## src/rtl/byte_deser.sv

```systemverilog
// Byte deserializer: gathers din_bytecount+1 bytes, LSB first, into a 256-bit word
// and offers it on a valid/ready port. Optional idle timeout: BYTE_DESER_TIMEOUT_EN.
module byte_deser #(
   parameter int unsigned WIDTH_BYTES    = 32,
   parameter int unsigned TIMEOUT_CYCLES = 256
) (
   input  logic                       clk,
   input  logic                       reset,
   input  logic                       start,
   input  logic [4:0]                 din_bytecount,
   input  logic [7:0]                 din,
   input  logic                       din_valid,
   output logic [8*WIDTH_BYTES-1:0]   dout,
   output logic                       dout_valid,
   input  logic                       dout_ready,
   output logic                       busy,
   output logic                       empty,
   output logic                       err
);

   localparam int unsigned DOUT_W = 8 * WIDTH_BYTES;
   localparam int unsigned IDX_W  = 6;

   typedef enum logic [1:0] {
      ST_IDLE = 2'd0,
      ST_RECV = 2'd1,
      ST_DONE = 2'd2
   } state_t;

   // The 5-bit count and byte addressing assume exactly 32 bytes per word.
   if (WIDTH_BYTES != 32) begin : g_bad_width
      $error("byte_deser: WIDTH_BYTES must be 32");
   end
   if (TIMEOUT_CYCLES < 1) begin : g_bad_timeout
      $error("byte_deser: TIMEOUT_CYCLES must be at least 1");
   end

   state_t               r_state;
   logic [DOUT_W-1:0]    r_data;
   logic [IDX_W-1:0]     r_idx;
   logic [IDX_W-1:0]     r_target;
   logic                 r_dout_valid;
   logic                 r_busy;
   logic                 r_empty;
   logic                 r_err;
   logic [7:0]           w_bit_base;
   logic                 w_last_byte;

`ifdef BYTE_DESER_TIMEOUT_EN
   localparam int unsigned CNT_W = (TIMEOUT_CYCLES > 1) ? $clog2(TIMEOUT_CYCLES) : 1;
   logic [CNT_W-1:0]     r_idle_cnt;
   logic                 w_timeout;

   // Abort on the idle cycle that would bring the count up to TIMEOUT_CYCLES.
   assign w_timeout = (r_idle_cnt == CNT_W'(TIMEOUT_CYCLES - 1));
`endif

   assign w_bit_base  = {r_idx[4:0], 3'b000};
   assign w_last_byte = (r_idx == (r_target - 6'd1));

   always_ff @(posedge clk or negedge reset) begin
      if (!reset) begin
         r_state      <= ST_IDLE;
         r_data       <= '0;
         r_idx        <= '0;
         r_target     <= '0;
         r_dout_valid <= 1'b0;
         r_busy       <= 1'b0;
         r_empty      <= 1'b1;
         r_err        <= 1'b0;
`ifdef BYTE_DESER_TIMEOUT_EN
         r_idle_cnt   <= '0;
`endif
      end else begin
         r_err <= 1'b0;
         case (r_state)
            ST_IDLE: begin
               // A byte seen in IDLE is dropped, even alongside start.
               if (din_valid) begin
                  r_err <= 1'b1;
               end
               if (start) begin
                  r_target <= 6'(din_bytecount) + 6'd1;
                  r_data   <= '0;
                  r_idx    <= '0;
                  r_state  <= ST_RECV;
                  r_busy   <= 1'b1;
                  r_empty  <= 1'b0;
`ifdef BYTE_DESER_TIMEOUT_EN
                  r_idle_cnt <= '0;
`endif
               end
            end

            ST_RECV: begin
               if (din_valid) begin
                  r_data[w_bit_base +: 8] <= din;
                  r_idx                   <= r_idx + 6'd1;
`ifdef BYTE_DESER_TIMEOUT_EN
                  r_idle_cnt              <= '0;
`endif
                  if (w_last_byte) begin
                     r_state      <= ST_DONE;
                     r_dout_valid <= 1'b1;
                  end
               end
`ifdef BYTE_DESER_TIMEOUT_EN
               else if (w_timeout) begin
                  r_state    <= ST_IDLE;
                  r_data     <= '0;
                  r_idx      <= '0;
                  r_busy     <= 1'b0;
                  r_empty    <= 1'b1;
                  r_err      <= 1'b1;
                  r_idle_cnt <= '0;
               end else begin
                  r_idle_cnt <= r_idle_cnt + CNT_W'(1);
               end
`endif
            end

            ST_DONE: begin
               if (din_valid) begin
                  r_err <= 1'b1;
               end
               // start is ignored here; the word stays put after release.
               if (dout_ready) begin
                  r_state      <= ST_IDLE;
                  r_dout_valid <= 1'b0;
                  r_busy       <= 1'b0;
                  r_empty      <= 1'b1;
               end
            end

            default: begin
               r_state      <= ST_IDLE;
               r_dout_valid <= 1'b0;
               r_busy       <= 1'b0;
               r_empty      <= 1'b1;
            end
         endcase
      end
   end

   assign dout       = r_data;
   assign dout_valid = r_dout_valid;
   assign busy       = r_busy;
   assign empty      = r_empty;
   assign err        = r_err;

endmodule

```

## config.mk

```make
export PLATFORM = sky130hd
export DESIGN_NAME = byte_deser
export DESIGN_NICKNAME = d
export VERILOG_FILES = /design/src/rtl/byte_deser.sv
export SDC_FILE = /design/constraint.sdc
export NUM_CORES = 1
export LEC_CHECK = 0
export CAP_MARGIN = 20
export CORE_ASPECT_RATIO = 0.75
export CORE_MARGIN = 2
export CORE_UTILIZATION = 44
export DETAILED_ROUTE_END_ITERATION = 10
export GPL_ROUTABILITY_DRIVEN = 0
export GPL_TIMING_DRIVEN = 0
export PLACE_DENSITY_LB_ADDON = 0.15
export SLEW_MARGIN = 25
export SYNTH_ARGS = -nofsm -noshare
export SYNTH_HDL_FRONTEND = slang
export SYNTH_SLANG_ARGS = --single-unit
export TNS_END_PERCENT = 10
```

## constraint.sdc

```tcl
create_clock -name clk -period 2.25 [get_ports clk]
set_input_delay 0.225 -clock clk [delete_from_list [all_inputs] [get_ports clk]]
set_output_delay 0.225 -clock clk [all_outputs]
set_load 0.01 [all_outputs]
```

# ---- After elaboration in Yosys (flattened, before gate mapping)
# Cells that the tools add are included.
dict set report op_classes {
  bitwise_logic 2
  shift 2
  add_sub_neg 4
  n_reduce_logical 8
  muxes 23
  eq_ne 7
}
# operator n
set op_table {}
lappend op_table {{256-bit 2-to-1 mux} 2}
lappend op_table {{256-bit one-hot mux with 2 select lines} 1}
lappend op_table {{256-bit bitwise mux} 1}
lappend op_table {{8-bit by 10-bit variable shift with 256-bit output (first input constant)} 1}
lappend op_table {{8-bit by 10-bit indexed part select with 256-bit output} 1}
lappend op_table {{6-bit 2-to-1 mux} 2}
lappend op_table {{6-bit one-hot mux with 2 select lines} 1}
lappend op_table {{8-bit negator with 10-bit output} 1}
lappend op_table {{1-bit one-hot mux with 3 select lines} 3}
lappend op_table {{1-bit 2-to-1 mux} 8}
lappend op_table {{2-bit 2-to-1 mux} 4}
lappend op_table {{2-bit != test (second input constant)} 4}
lappend op_table {{4-bit AND reduction} 2}
lappend op_table {{5-bit by 1-bit adder with 6-bit output (second input constant)} 1}
lappend op_table {{6-bit by 1-bit adder with 6-bit output (second input constant)} 1}
lappend op_table {{6-bit == test} 1}
lappend op_table {{2-bit one-hot mux with 3 select lines} 1}
lappend op_table {{3-bit AND reduction} 2}
lappend op_table {{6-bit by 1-bit subtractor with 6-bit output (second input constant)} 1}
lappend op_table {{2-bit by 1-bit == test with 1-bit output (second input constant)} 1}
lappend op_table {{2-bit == test (second input constant)} 1}
lappend op_table {{2-bit logical NOT} 1}
lappend op_table {{1-bit inverter} 2}
lappend op_table {{2-bit AND reduction} 1}
lappend op_table {{2 further kinds} 2}
dict set report totals {
  ff_bits 274
  wordCells 54
  out_inout_bits 260
  in_bits 18
}

# ---- Logic depth before layout (Yosys ltp)
dict set report depth {
  ltp_word 5
  ltp_mapped 11
  depth_no_buf 7
}

# ---- Worst setup path after synthesis
# Ideal clock, no wire load.
dict set report synth_path {
  path_type {flip-flop to flip-flop}
  start {register r_idx[0]}
  end {register r_data[198], in the netlist dout[198]}
  required_ns 2.128
  path_stages_with_launch 9
  arrival_ns 2.354
  slack_ns -0.226
  setup_ns 0.122
  n_path_buf 2
  synth_period_minus_slack_ns 2.476
  path_cell_list {dfrtp_1 > buf_2 > inv_1 > ha_1 > nor4b_1 > nor2b_1 > buf_2 > and3_1 > a32o_1}
}
dict set report synth_via {
  elab_chain_len 5
  elab_cells_between_ends 6
  classes_between {add/sub (1); shift (2); mux (3)}
}
# element line_no
set synth_lines {}
lappend synth_lines {{from (decl)} 40} ;# logic [IDX_W-1:0] r_idx;
lappend synth_lines {{from (signal assigned)} 98} ;# r_idx <= r_idx + 6'd1;
lappend synth_lines {{8-bit negator with 10-bit output *} 97} ;# r_data[w_bit_base +: 8] <= din;
lappend synth_lines {{8-bit by 10-bit indexed part select with 256-bit output / 8-bit by 10-bit variable shift with 256-bit output (equally long branches)} 97}
lappend synth_lines {{256-bit bitwise mux *} 97}
lappend synth_lines {{256-bit 2-to-1 mux *} 96} ;# if (din_valid) begin
lappend synth_lines {{256-bit one-hot mux with 2 select lines *} 76} ;# case (r_state)
lappend synth_lines {{to (signal, indexed assignment)} 97}
lappend synth_lines {{to (decl)} 39} ;# logic [DOUT_W-1:0] r_data;
# Mark *: on every way between the ends. The rest lies on a longest branch, timed or not. The select of a mux whose other input is x is not followed.
# A chain may end at the register's enable or synchronous reset.

# ---- Final worst setup path
dict set report layout_path {
  start {register r_idx[3]}
  end {register r_data[97], in the netlist dout[97]}
}
# The elaborated chain is that of the path after synthesis.

==> flow_summary_export.csv <==
group,metric,value,unit
outcome,result_of_the_run,"finished, violations left",
outcome,failed_checks,"setup timing",
yosys,synth.mux.area_fraction,0.0235,
layout,antenna_cells,0,
floorplan,floorplan.die_area,26400,sq um
sta,finalWorstPathRequiredPeriod,2260,ps
yosys,mappedNetlistNets,911,
min_path,hold_path_class,"input pin to async pin",
layout,layout-area-overhead-vs-synth,46.4,%
yosys,yosysSeqAreaShare,0.620,
cts,number_of_h_tree_levels,1,
power_and_ir_drop,clock_power_share,0.243,
global_route,grt_start_max_net_pins,95,
power_and_ir_drop,p_switching,7.11,mW
sta,fin_worst_skew,17.0,ps
yosys,avgSynthCellArea,12.5,sq um
sta,timing.final.hold_violations,0,
layout,drive_above_1_share,0.182,
floorplan,die_h,141,um
cts,cts.clk_slew.worst_paths,70,ps
drt,wl_per_cell,22.0,um
run,cap_viol_max_count,0,
layout,area.sequential,6860,sq um
place,dp_worst_setup_slack,-707,ps
sta,final.period_utilization,1.00,
yosys,synth_cell_types,51,
yosys,synth-edff-count,0,
cts,cts-root-buf,"clkbuf_16",
place,dp.final_hpwl,24200,um
drt,routed_wl,34500,um
drt,dr.pass1.iters,5,
layout,area_of_the_multi_input_gates,4510,sq um
critical_path,worst-path-max-fanout,10,
power_and_ir_drop,power_switching_share,0.356,
critical_path,crit_arrival,2670,ps
floorplan,io_pins,278,
cts,cts-buffers-inserted,29,
layout,finish.utilization,0.652,
yosys,yosys.area_share.simple,0.0882,
sta,max_slew_violation_count,0,
sta,fmaxAchievable,443,MHz
power_and_ir_drop,intPower,12.9,mW
drt,drtAntennaViolNets,0,
yosys,postSynth.topFlopCell,"dfrtp_1",
yosys,ys_ff_latch,274,
place,area_post_placement,14400,sq um
power_and_ir_drop,pwr-share-comb,0.418,
floorplan,die_w,187,um
sta,setup_tns,-5.75,ps
global_route,grt_antenna_before_repair,0,
yosys,synthesis.instances,886,
power_and_ir_drop,power.density,1230,nW/um^2
critical_path,cp-start-kind,"flip-flop",
global_route,grt_overflow,0,
sta,setup_repair_after_global_routing_missed_its_margin,"true",
place,placed_cells_incl_taps,1504,
yosys,synth.cell_area,11100,sq um
cts,clkLatencyLatePin,550,ps
power_and_ir_drop,sequentialPowerShare,0.339,
cts,tritoncts_num_sinks,274,
layout,fin_cells,1567,
floorplan,floorplan.rows,50,
sta,slew-limit-headroom,0.646,
critical_path,critPathCaptureType,"flip-flop",
floorplan,start_util,0.445,
layout,nNetsFinal,1232,
global_route,grt.total_usage,0.257,
yosys,synth_adder_area_share,0.00792,
drt,routed_via_density,5.61,
yosys,yosys.area_share.xor_xnor,0.0127,
global_route,grt_first_pass_wirelength,53200,um
yosys,synth_compound_gate_area_share,0.223,
layout,nFillCells,1961,
yosys,largest_family_of_logic_cells_by_synthesized_area,"compound AO/OA/AOI/OAI gates",
sta,final-setup-viol-count,1,
floorplan,core,24800,sq um
place,buffer_ports.inserted,277,
yosys,synth-async-reset-ratio,1.00,
sta,worstMarginPinSlew,531,ps
power_and_ir_drop,vdd.ir_drop.worst,0.958,mV
cts,clockBufferDepth,3,
cts,tritoncts,"built",
drt,initialDrtViolationCount,655,
drt,drt_drc_violations_left,0,
critical_path,worst-endpoint-required,2670,ps
global_route,first_global_vias,8790,
drt,routed-via-count,8789,
sta,postLayoutSetupSlackWorst,-5.75,ps
power_and_ir_drop,power_leakage,6.87,nW
critical_path,criticalPathCategory,"flip-flop to flip-flop",
yosys,yosysWarnings,0,
layout,postLayoutCellArea,16200,sq um
[logic make-up after synthesis]
group	Yosys count
multiplexers	26
AO/OA/AOI/OAI	297
flip-flops	274
XOR/XNOR	16
adder cells (fa/ha/maj)	7
AND/OR/NAND/NOR	206
buffers and inverters	60
[cells in the final DEF (no fill, tap or decap), types with 5 or more instances in the layout]
master	netlist	routed
nor2_1	39	22
buf_8	0	9
clkdlybuf4s50_1	0	276
clkbuf_4	0	6
nand2_2	0	22
a32o_1	17	17
o2bb2ai_1	129	120
dfrtp_1	273	271
ha_1	7	6
buf_4	2	19
a22o_1	89	89
nand2_1	93	70
xor2_1	9	9
nand3_1	6	6
clkbuf_8	0	9
o21ai_0	17	15
a21oi_2	5	6
clkbuf_16	0	29
and2_4	0	5
a21oi_4	0	20
nand4_1	6	6
nor2_2	0	15
nor2b_1	14	10
inv_1	7	5
mux2i_1	26	24
clkbuf_1	28	12
clkbuf_2	0	9
xnor2_1	7	7
buf_2	18	7
o2bb2ai_2	0	9
[worst paths after layout]
kind / startpoint / endpoint / slack [ps] / cells after the start
setup reg to reg: r_idx[3]$_DFFE_PN0P_ / dout[97]$_DFFE_PN0P_ / -6 / 7
hold / removal: reset / dout[165]$_DFFE_PN0P_ / 130 / 2
setup / recovery: r_idx[3]$_DFFE_PN0P_ / dout[97]$_DFFE_PN0P_ / -6 / 7
max in group asynchronous: reset / dout[186]$_DFFE_PN0P_ / 1380 / 3
hold reg to reg: dout[84]$_DFFE_PN0P_ / dout[84]$_DFFE_PN0P_ / 490 / 1
min in group clk: din_bytecount[4] / r_target[5]$_DFFE_PN0P_ / 360 / 2
[state kept, by name (all words and copies together) (netlist names)]
name and cells:
dout 256, r_state 2, r_target 6, empty 1, busy 1, err 1
r_idx 6, dout_valid 1
[Yosys cell counts, types with 3 or more instances]
library cell | count | area share
and3b_1 | 3 | 0.0024
a21oi_2 | 5 | 0.0040
o21ai_0 | 17 | 0.0077
clkbuf_1 | 28 | 0.0095
nor2_1 | 39 | 0.013
xnor2_1 | 7 | 0.0055
a22o_1 | 89 | 0.071
nor3_1 | 6 | 0.0027
dfrtp_1 | 273 | 0.62
mux2i_1 | 26 | 0.024
buf_1 | 4 | 0.0014
a32o_1 | 17 | 0.015
or2_2 | 3 | 0.0017
nor2b_1 | 14 | 0.0079
nand2b_1 | 6 | 0.0034
o2bb2ai_1 | 129 | 0.10
and2_1 | 9 | 0.0051
nand3_1 | 6 | 0.0027
xor2_1 | 9 | 0.0071
ha_1 | 7 | 0.0079
buf_2 | 18 | 0.0082
and3_1 | 8 | 0.0045
inv_1 | 7 | 0.0024
or3_1 | 3 | 0.0017
nand4_1 | 6 | 0.0034
o31a_1 | 4 | 0.0032
nand2_1 | 93 | 0.032
a21oi_1 | 22 | 0.010
[repair_timing]
item | in CTS | in global routing
buffers inserted | 10 | 10
hold endpoints to repair | 273 | 0
pin swaps | 16 | 18
setup endpoints to repair | 256 | 258
gates cloned | 1 | 0
hold buffers | 1 | 0
gates resized for setup | 107 | 86
[cell type report]
type                    count  area share
flip-flops and latches    274       0.424
multi-input cells         552       0.279
repair buffers            302       0.189
clock buffers              43      0.0530
well taps                 338      0.0261
plain buffers              41      0.0199
clock inverters            10     0.00727
inverters                   7     0.00186
[power by group through the flow]
| stage | Clock, mW | Sequential (mW) | Combinational [mW] |
|---|---|---|---|
| global placement | 0 | 6.83 | 6.97 |
| finish | 4.86 | 6.78 | 8.35 |
| detailed placement | 0 | 6.82 | 7.09 |
| global route | 5.14 | 6.89 | 8.91 |
| CTS | 4.90 | 6.77 | 7.79 |
| floorplan | 0 | 7.17 | 3.23 |
[critical path, stage by stage (launching register included)]
cell and delay (ps):
dfrtp_1 520, buf_4 270, clkbuf_4 260, nand3_1 100, o31ai_1 80, nand2_1 210, o31a_1 460, a22o_1 230
[layer usage]
metal / global-route usage / vias to the layer above / routed length (um)
met2: 0.377 / 288 / 15100
met3: 0.0366 / 49 / 1680
li1: - / 3969 / -
met5: 0 / - / 0
met4: 0.0530 / 0 / 629
met1: 0.407 / 4483 / 17000
[per-stage QoR]
step           power, mW  hold slack [ps]
6_report            20.0              129
5_1_grt             20.9              135
4_1_cts             19.5              126
3_5_place_dp        13.9              100
3_3_place_gp        13.8              470
2_1_floorplan       10.4            -70.6
Power figures use the tool's default switching activity.
